===== config.mk =====
export PLATFORM = sky130hd
export DESIGN_NAME = lzc_normalize_pipe
export DESIGN_NICKNAME = d
export VERILOG_FILES = /design/src/rtl/fp_common_pkg.sv /design/src/rtl/lzc_shift_level.sv /design/src/rtl/lzc_normalize_pipe.sv
export SDC_FILE = /design/constraint.sdc
export NUM_CORES = 1
export LEC_CHECK = 0
export CORE_ASPECT_RATIO = 1.25
export CORE_UTILIZATION = 40
export DETAILED_ROUTE_END_ITERATION = 10
export PLACE_DENSITY_LB_ADDON = 0.3
export SLEW_MARGIN = 20
export SYNTH_ARGS = -nofsm -noshare
export SYNTH_HDL_FRONTEND = slang
export SYNTH_SLANG_ARGS = --single-unit

===== constraint.sdc =====
create_clock -name clock -period 2.54 [get_ports clock]
set_input_delay 0.508 -clock clock [delete_from_list [all_inputs] [get_ports clock]]
set_output_delay 0.508 -clock clock [all_outputs]
set_load 0.05 [all_outputs]

===== src/rtl/fp_common_pkg.sv =====
// Shared FP datapath helpers: count-mode encoding and shift-tree stage mapping
// for the leading-zero / redundant-sign normaliser.
package fp_common_pkg;

    typedef enum logic {LZC_ZEROS = 1'b0, LZC_SIGN = 1'b1} lzc_mode_t;

    function automatic int lzc_levels(input int width);
        return $clog2(width);
    endfunction

    // Maps a 1-based tree level to its 0-based register stage; when the split
    // is uneven the earlier stages each carry one extra level.
    function automatic int lzc_stage_of_level(input int level, input int levels, input int stages);
        int base;
        int rem;
        int big;
        base = levels / stages;
        rem  = levels % stages;
        big  = rem * (base + 1);
        if (level - 1 < big)
            return (level - 1) / (base + 1);
        return rem + (level - 1 - big) / base;
    endfunction

endpackage


===== src/rtl/lzc_shift_level.sv =====
// One level of the normalising shift tree: shifts left by SHIFT when the top
// bits carry no information and the accumulated distance stays within limit.
module lzc_shift_level
    import fp_common_pkg::*;
#(
    parameter int WIDTH = 24,
    parameter int DW    = 5,
    parameter int SHIFT = 1
) (
    input  logic [WIDTH-1:0] in_data,
    input  logic [DW-1:0]    in_distance,
    input  lzc_mode_t        in_mode,
    input  logic [DW-1:0]    in_limit,
    output logic [WIDTH-1:0] out_data,
    output logic [DW-1:0]    out_distance
);

    logic [SHIFT:0] top;
    logic [DW:0]    sum;
    logic           insig;
    logic           take;

    // Sign mode needs the SHIFT bits below the MSB to match the MSB itself.
    assign top   = in_data[WIDTH-1 -: SHIFT+1];
    assign sum   = {1'b0, in_distance} + (DW+1)'(SHIFT);
    assign insig = (in_mode == LZC_SIGN) ? ((top == '0) || (top == '1)) : (top[SHIFT:1] == '0);
    assign take  = insig && (sum <= {1'b0, in_limit});

    assign out_data     = take ? (in_data << SHIFT) : in_data;
    assign out_distance = take ? sum[DW-1:0] : in_distance;

endmodule


===== src/rtl/lzc_normalize_pipe.sv =====
// Pipelined leading-zero / redundant-sign normaliser with shift clamp, zero and
// clamp flags, tag passthrough and a valid/ready handshake.
module lzc_normalize_pipe
    import fp_common_pkg::*;
#(
    parameter int WIDTH  = 24,
    parameter int DW     = $clog2(WIDTH + 1),
    parameter int LEVELS = lzc_levels(WIDTH),
    parameter int STAGES = 1,
    parameter int TAG_W  = 8
) (
    input  logic             clock,
    input  logic             reset,
    input  logic             in_valid,
    output logic             in_ready,
    input  logic [WIDTH-1:0] in_data,
    input  logic             in_mode,
    input  logic [DW-1:0]    in_max_shift,
    input  logic [TAG_W-1:0] in_tag,
    output logic             out_valid,
    input  logic             out_ready,
    output logic [WIDTH-1:0] out_result,
    output logic [DW-1:0]    out_distance,
    output logic             out_zero,
    output logic             out_clamped,
    output logic [TAG_W-1:0] out_tag
);

    typedef struct packed {
        logic [WIDTH-1:0] data;
        logic [DW-1:0]    distance;
        lzc_mode_t        mode;
        logic [DW-1:0]    limit;
        logic             zero;
        logic             clamped;
        logic [TAG_W-1:0] tag;
    } word_t;

    logic              en;
    logic [STAGES:1]   vld_q;
    logic [STAGES:0]   vld_pipe;
    logic [DW-1:0]     cap;
    word_t             head;
    word_t             node [0:LEVELS];

    assign vld_pipe  = {vld_q, in_valid};
    assign out_valid = vld_pipe[STAGES];
    assign en        = ~out_valid | out_ready;
    assign in_ready  = en;

    always_ff @(posedge clock or posedge reset) begin
        if (reset)
            vld_q <= '0;
        else if (en)
            vld_q <= vld_pipe[STAGES-1:0];
    end

    // Sign mode can never count the MSB itself, so its cap is one lower; this
    // also stops zero-fill from faking an extra redundant bit on all-0 words.
    always_comb begin
        cap           = in_mode ? DW'(WIDTH - 1) : DW'(WIDTH);
        head.data     = in_data;
        head.distance = '0;
        head.mode     = lzc_mode_t'(in_mode);
        head.limit    = (in_max_shift < cap) ? in_max_shift : cap;
        head.zero     = (in_data == '0) || (in_mode && (in_data == '1));
        head.clamped  = 1'b0;
        head.tag      = in_tag;
    end

    assign node[0] = head;

    for (genvar k = 1; k <= LEVELS; k++) begin : g_lvl
        localparam int SHIFT    = 1 << (LEVELS - k);
        localparam bit BOUNDARY = (k == LEVELS) ||
            (lzc_stage_of_level(k, LEVELS, STAGES) != lzc_stage_of_level(k + 1, LEVELS, STAGES));

        logic [WIDTH-1:0] sh_data;
        logic [DW-1:0]    sh_dist;
        word_t            lv;
        word_t            nxt;

        lzc_shift_level #(.WIDTH(WIDTH), .DW(DW), .SHIFT(SHIFT)) u_level (
            .in_data      (node[k-1].data),
            .in_distance  (node[k-1].distance),
            .in_mode      (node[k-1].mode),
            .in_limit     (node[k-1].limit),
            .out_data     (sh_data),
            .out_distance (sh_dist)
        );

        // Clamped when bits were still insignificant but the shift stopped short of the mode cap.
        always_comb begin
            lv          = node[k-1];
            lv.data     = sh_data;
            lv.distance = sh_dist;
            if (k == LEVELS)
                lv.clamped = ((lv.mode == LZC_SIGN) ? (sh_data[WIDTH-1] == sh_data[WIDTH-2]) : ~sh_data[WIDTH-1])
                             && (sh_dist < ((lv.mode == LZC_SIGN) ? DW'(WIDTH - 1) : DW'(WIDTH)));
        end

        if (BOUNDARY) begin : g_reg
            always_ff @(posedge clock or posedge reset) begin
                if (reset)
                    nxt <= '0;
                else if (en)
                    nxt <= lv;
            end
        end else begin : g_comb
            assign nxt = lv;
        end

        assign node[k] = nxt;
    end

    assign out_result   = node[LEVELS].data;
    assign out_distance = node[LEVELS].distance;
    assign out_zero     = node[LEVELS].zero;
    assign out_clamped  = node[LEVELS].clamped;
    assign out_tag      = node[LEVELS].tag;

endmodule


==> impl_summary.log <==
INFO  metric proportion_of_layout_cells_with_a_drive_suffix_above_1 = a little under 40%
INFO  metric slowest_stage = sky130_fd_sc_hd__a311o_1
INFO  metric worst_ep_required_time = about 2800 ps
INFO  metric pin_count_of_the_biggest_net_entering_global_routing = 47
INFO  metric netlist.area_leader.share = 26.2%
INFO  metric post-route-worst-setup-slack = -3650 ps
INFO  metric totalWireLength = 14,800 µm
INFO  metric timing.final.crit_period = between 6000 and 7000 ps
INFO  metric min_period_over_period = 244%
INFO  metric fillers = approximately 690
INFO  metric drv.max_cap_violation_count = 0
INFO  metric routabilityCongestion = 0.942
INFO  metric synthSimpleGateAreaFrac = 28.9%
INFO  metric timing.hold.worst.start = out_tag[3]$_DFFE_PP0P_
INFO  metric type_of_element_launching_the_critical_path = input pin
INFO  metric fin_clk_skew = about 2.1 ps
INFO  metric status = finished with violations
INFO  metric die_height = ~110 µm
INFO  metric critPathArrivalTime = between 6000 and 7000 ps
INFO  metric core = between 0.009 and 0.01 mm²
INFO  metric worst_reg2reg_path_endpoint = out_result[11]$_DFFE_PP0P_
INFO  metric global_route.usage.total = 30.0%
INFO  metric synth-seq-cells = 40
INFO  metric port_buffers = a little over 80
INFO  metric globalRouteMet3Util = 2.46%
INFO  metric worst-setup-path-type = input pin to flop
INFO  metric avgSynthCellArea = a little under 8 µm²
INFO  metric crit_family = compound AO/OA/AOI/OAI gates
INFO  metric synth_top_cell_by_area = sky130_fd_sc_hd__dfrtp_1
INFO  metric setup_repair_after_global_routing_missed_its_margin = yes
INFO  metric synthDistinctLibCells = 73
INFO  metric die-width = slightly below 90 µm
INFO  metric layout.cell_area.non_filler = 0.00648 mm²
INFO  metric setup.reg_to_reg.worst_slack = roughly 860 ps
INFO  metric synthCells = 480
INFO  metric synth_nets = approximately 530
INFO  metric cts.clk_slew.worst_paths = roughly 60 ps
INFO  metric number_of_failing_setup_endpoints_in_the_final_timing_report = 28
INFO  metric ir_drop = roughly 300 µV
INFO  metric vias = 4,880
INFO  metric place.detailed.hpwl = between 10,000 and 15,000 µm
INFO  metric ys_warn_count = 0
INFO  metric holdBufCountCts = 0
INFO  metric floorplan.rows = 39
INFO  metric finalMaxSlewViolations = 0
INFO  metric routedWlPerCell = 17.8 µm
INFO  metric drc_marker_count_from_the_first_detailed_route_iteration = approximately 260
INFO  metric worst-slew-pin-transition = ~550 ps
INFO  metric yosys-top-cells-area = sky130_fd_sc_hd__dfrtp_1 26%, sky130_fd_sc_hd__nand2_1 8.1%, sky130_fd_sc_hd__mux2i_1 6.3%, sky130_fd_sc_hd__nor2_1 3.7%, sky130_fd_sc_hd__a21oi_1 3.4%
INFO  metric number_of_synthesized_flops_with_an_enable_pin = 0
INFO  metric placedInstanceArea = 0.00589 mm²
INFO  metric multi_input_area = about 0.0029 mm²
INFO  metric number_of_cells_traversed_by_the_worst_register_to_register_path = 5
INFO  metric synth_compound_gate_area_share = ~28%
INFO  metric cts.path.max_buffers = 2
INFO  metric antenna_found_initial = 0
INFO  metric design.die.area = 0.00994 mm²
INFO  metric clk_latency = a little under 300 ps
INFO  metric clkSinkCount = 40
INFO  metric global_route.overflow_total = 0
INFO  metric worstHoldEndpoint = out_tag[3]$_DFFE_PP0P_
INFO  metric dp_worst_setup_slack = -4490 ps
INFO  metric tritoncts = done
INFO  metric hold-path-cell-count = 2
INFO  metric globalRouteMet2Util = 54.5%
INFO  metric cts_root_buf = sky130_fd_sc_hd__clkbuf_16
INFO  metric powerDensity = about 510 mW/mm²
INFO  metric grt_first_pass_wirelength = around 23,000 µm
INFO  metric area_delta_synth_final = 69.8%
INFO  metric ys_async_sr_fraction = between 90% and 100%
INFO  metric num_antenna_cells = 0
INFO  metric post_synth_mux_area_share = 7.27%
INFO  metric p_total = between 3 and 4 mW
INFO  metric worst_hold_path_type = flop to flop
INFO  metric gr-usage-met1 = 33.7%
INFO  metric detail_route.first_pass.iterations = 5
INFO  metric critical_path_peak_fanout = 6
INFO  metric ys_seq_area_share = 26.2%
INFO  metric area.sequential = approximately 0.001 mm²
INFO  metric worst_path_largest_cell_delay = around 330 ps
INFO  metric fmax = between 150 and 200 MHz
INFO  metric starting_density = between 40 and 50%
INFO  metric via_count_of_the_first_global_routing_pass = approximately 5,000
INFO  metric drt-vias-per-instance = between 5 and 6
INFO  metric synth_flop_cell = sky130_fd_sc_hd__dfrtp_1
INFO  metric ant_nets = 0
INFO  metric crit_buf_inv = 9
INFO  metric endpoint_kind = flop
INFO  metric gr-max-usage-layer = met2
INFO  metric synthTopCellsByCount = 82 x sky130_fd_sc_hd__nand2_1, 40 x sky130_fd_sc_hd__dfrtp_1, 38 x sky130_fd_sc_hd__nor2_1, 26 x sky130_fd_sc_hd__a21oi_1, 24 x sky130_fd_sc_hd__mux2i_1
INFO  metric nNetsFinal = approximately 760
INFO  metric origin_of_the_critical_flop_to_flop_path = out_valid$_DFFE_PP0P_
INFO  metric synth_top_family_by_area = simple AND/OR/NAND/NOR gates
INFO  metric io-pin-count = between 80 and 90
INFO  metric post_synth_instance_area = 0.00382 mm²
INFO  metric numCtsBuffers = 5
INFO  metric synth_xor_area_share = 0%
INFO  metric finalHoldViolCount = 0
INFO  metric drc = 0
INFO  metric synth-adder-area-share = under 10%
INFO  metric htree_num_levels = 2
INFO  metric slew_headroom = 62.9%
INFO  metric synth.most_common_cell = sky130_fd_sc_hd__nand2_1
INFO  metric static-leakage-power = 2.95 nW
INFO  metric violations_in_the_final_reports = setup timing
[worst min-delay path, cell delays in order, from the launching register on]
cell and delay, ps:
sky130_fd_sc_hd__dfrtp_1 340, sky130_fd_sc_hd__nand2_1 50, sky130_fd_sc_hd__nand2_1 50
[layout make-up]
type | count | area share (%)
clock buffer | 5 | 1.93
sequential | 40 | 15.4
tap | 123 | 2.37
clock inverter | 3 | 0.656
multi-input combinational | 393 | 44.6
timing repair buffer | 251 | 33.8
inverter | 18 | 1.18
[through the flow]
| step | util [%] | setup TNS [ps] | std cells | hold slack (ps) |
|---|---|---|---|---|
| floorplan | - | -131560 | 480 | 616 |
| global placement | 63.8 | -114610 | 800 | 448 |
| detailed placement | 63.8 | -120330 | 800 | 465 |
| CTS | 69.6 | -93070 | 828 | 477 |
| global route | 70.3 | -103240 | 833 | 516 |
| finish | 70.3 | -95920 | 833 | 470 |
[where the power goes]
part | internal, mW | leakage [nW] | switching (mW)
clock | 0.461 | 0.0798 | 0.260
combinational | 0.771 | 2.39 | 1.01
sequential | 0.751 | 0.481 | 0.0665
total | 1.98 | 2.95 | 1.34
[how the worst max path moves through the flow]
stage	start	end	slack, ps	depth (start not counted)
global route	in_data[12]	out_result[6]$_DFFE_PP0P_	-3920	38
finish	in_data[12]	out_result[6]$_DFFE_PP0P_	-3650	38
global placement	in_data[21]	out_result[5]$_DFFE_PP0P_	-4280	37
detailed placement	in_data[21]	out_result[20]$_DFFE_PP0P_	-4490	37
CTS	in_data[10]	out_result[6]$_DFFE_PP0P_	-3520	37
floorplan	in_data[23]	out_result[15]$_DFFE_PP0P_	-4950	42
[per-layer routing]
layer  share of wire, %  vias up
met4                4.4        0
li1                   -     2271
met1                 38     2335
met2                 53      222
met3                4.8       52
met5                  0        -
[state kept, by name, indices dropped and copies added, names as in the netlist]
signal	cells
out_clamped	1
out_distance	5
out_result	24
out_tag	8
out_valid	1
out_zero	1
[kinds of logic after synthesis]
group,after synthesis
adders and majority gates,10
and+or+nand+nor,208
buffers and inverters,47
DFF,40
AOI/OAI and AO/OA,148
muxes,27
[layout by cell type (no fill, tap or decap), types with 5 or more instances in the layout]
master,n
sky130_fd_sc_hd__buf_4,154
sky130_fd_sc_hd__nand2_1,77
sky130_fd_sc_hd__clkdlybuf4s50_1,63
sky130_fd_sc_hd__dfrtp_1,40
sky130_fd_sc_hd__nor2_1,37
sky130_fd_sc_hd__mux2i_1,24
sky130_fd_sc_hd__a21oi_1,21
sky130_fd_sc_hd__inv_1,11
sky130_fd_sc_hd__nor3_1,11
sky130_fd_sc_hd__o21ai_1,11
sky130_fd_sc_hd__nand3_1,10
sky130_fd_sc_hd__o21ai_0,10
sky130_fd_sc_hd__a211oi_1,10
sky130_fd_sc_hd__buf_6,8
sky130_fd_sc_hd__nand4_1,7
sky130_fd_sc_hd__o211ai_1,7
sky130_fd_sc_hd__and2_1,7
sky130_fd_sc_hd__a21oi_2,7
sky130_fd_sc_hd__a211oi_2,7
sky130_fd_sc_hd__nor3b_2,7
sky130_fd_sc_hd__buf_2,7
sky130_fd_sc_hd__buf_12,7
sky130_fd_sc_hd__a21o_1,6
sky130_fd_sc_hd__a41oi_1,6
sky130_fd_sc_hd__nand2_2,5
sky130_fd_sc_hd__or3_1,5
sky130_fd_sc_hd__a31oi_1,5
sky130_fd_sc_hd__a221oi_1,5
sky130_fd_sc_hd__ha_1,5
sky130_fd_sc_hd__ha_4,5
sky130_fd_sc_hd__clkbuf_16,5
sky130_fd_sc_hd__buf_8,5
[repair_timing]
item,4_1_cts,5_1_grt
gates cloned,1,0
setup endpoints to repair,29,29
gates resized for setup,116,19
buffers inserted,20,8
pin swaps,37,15
No activity file was read; power rests on OpenSTA's default activity.
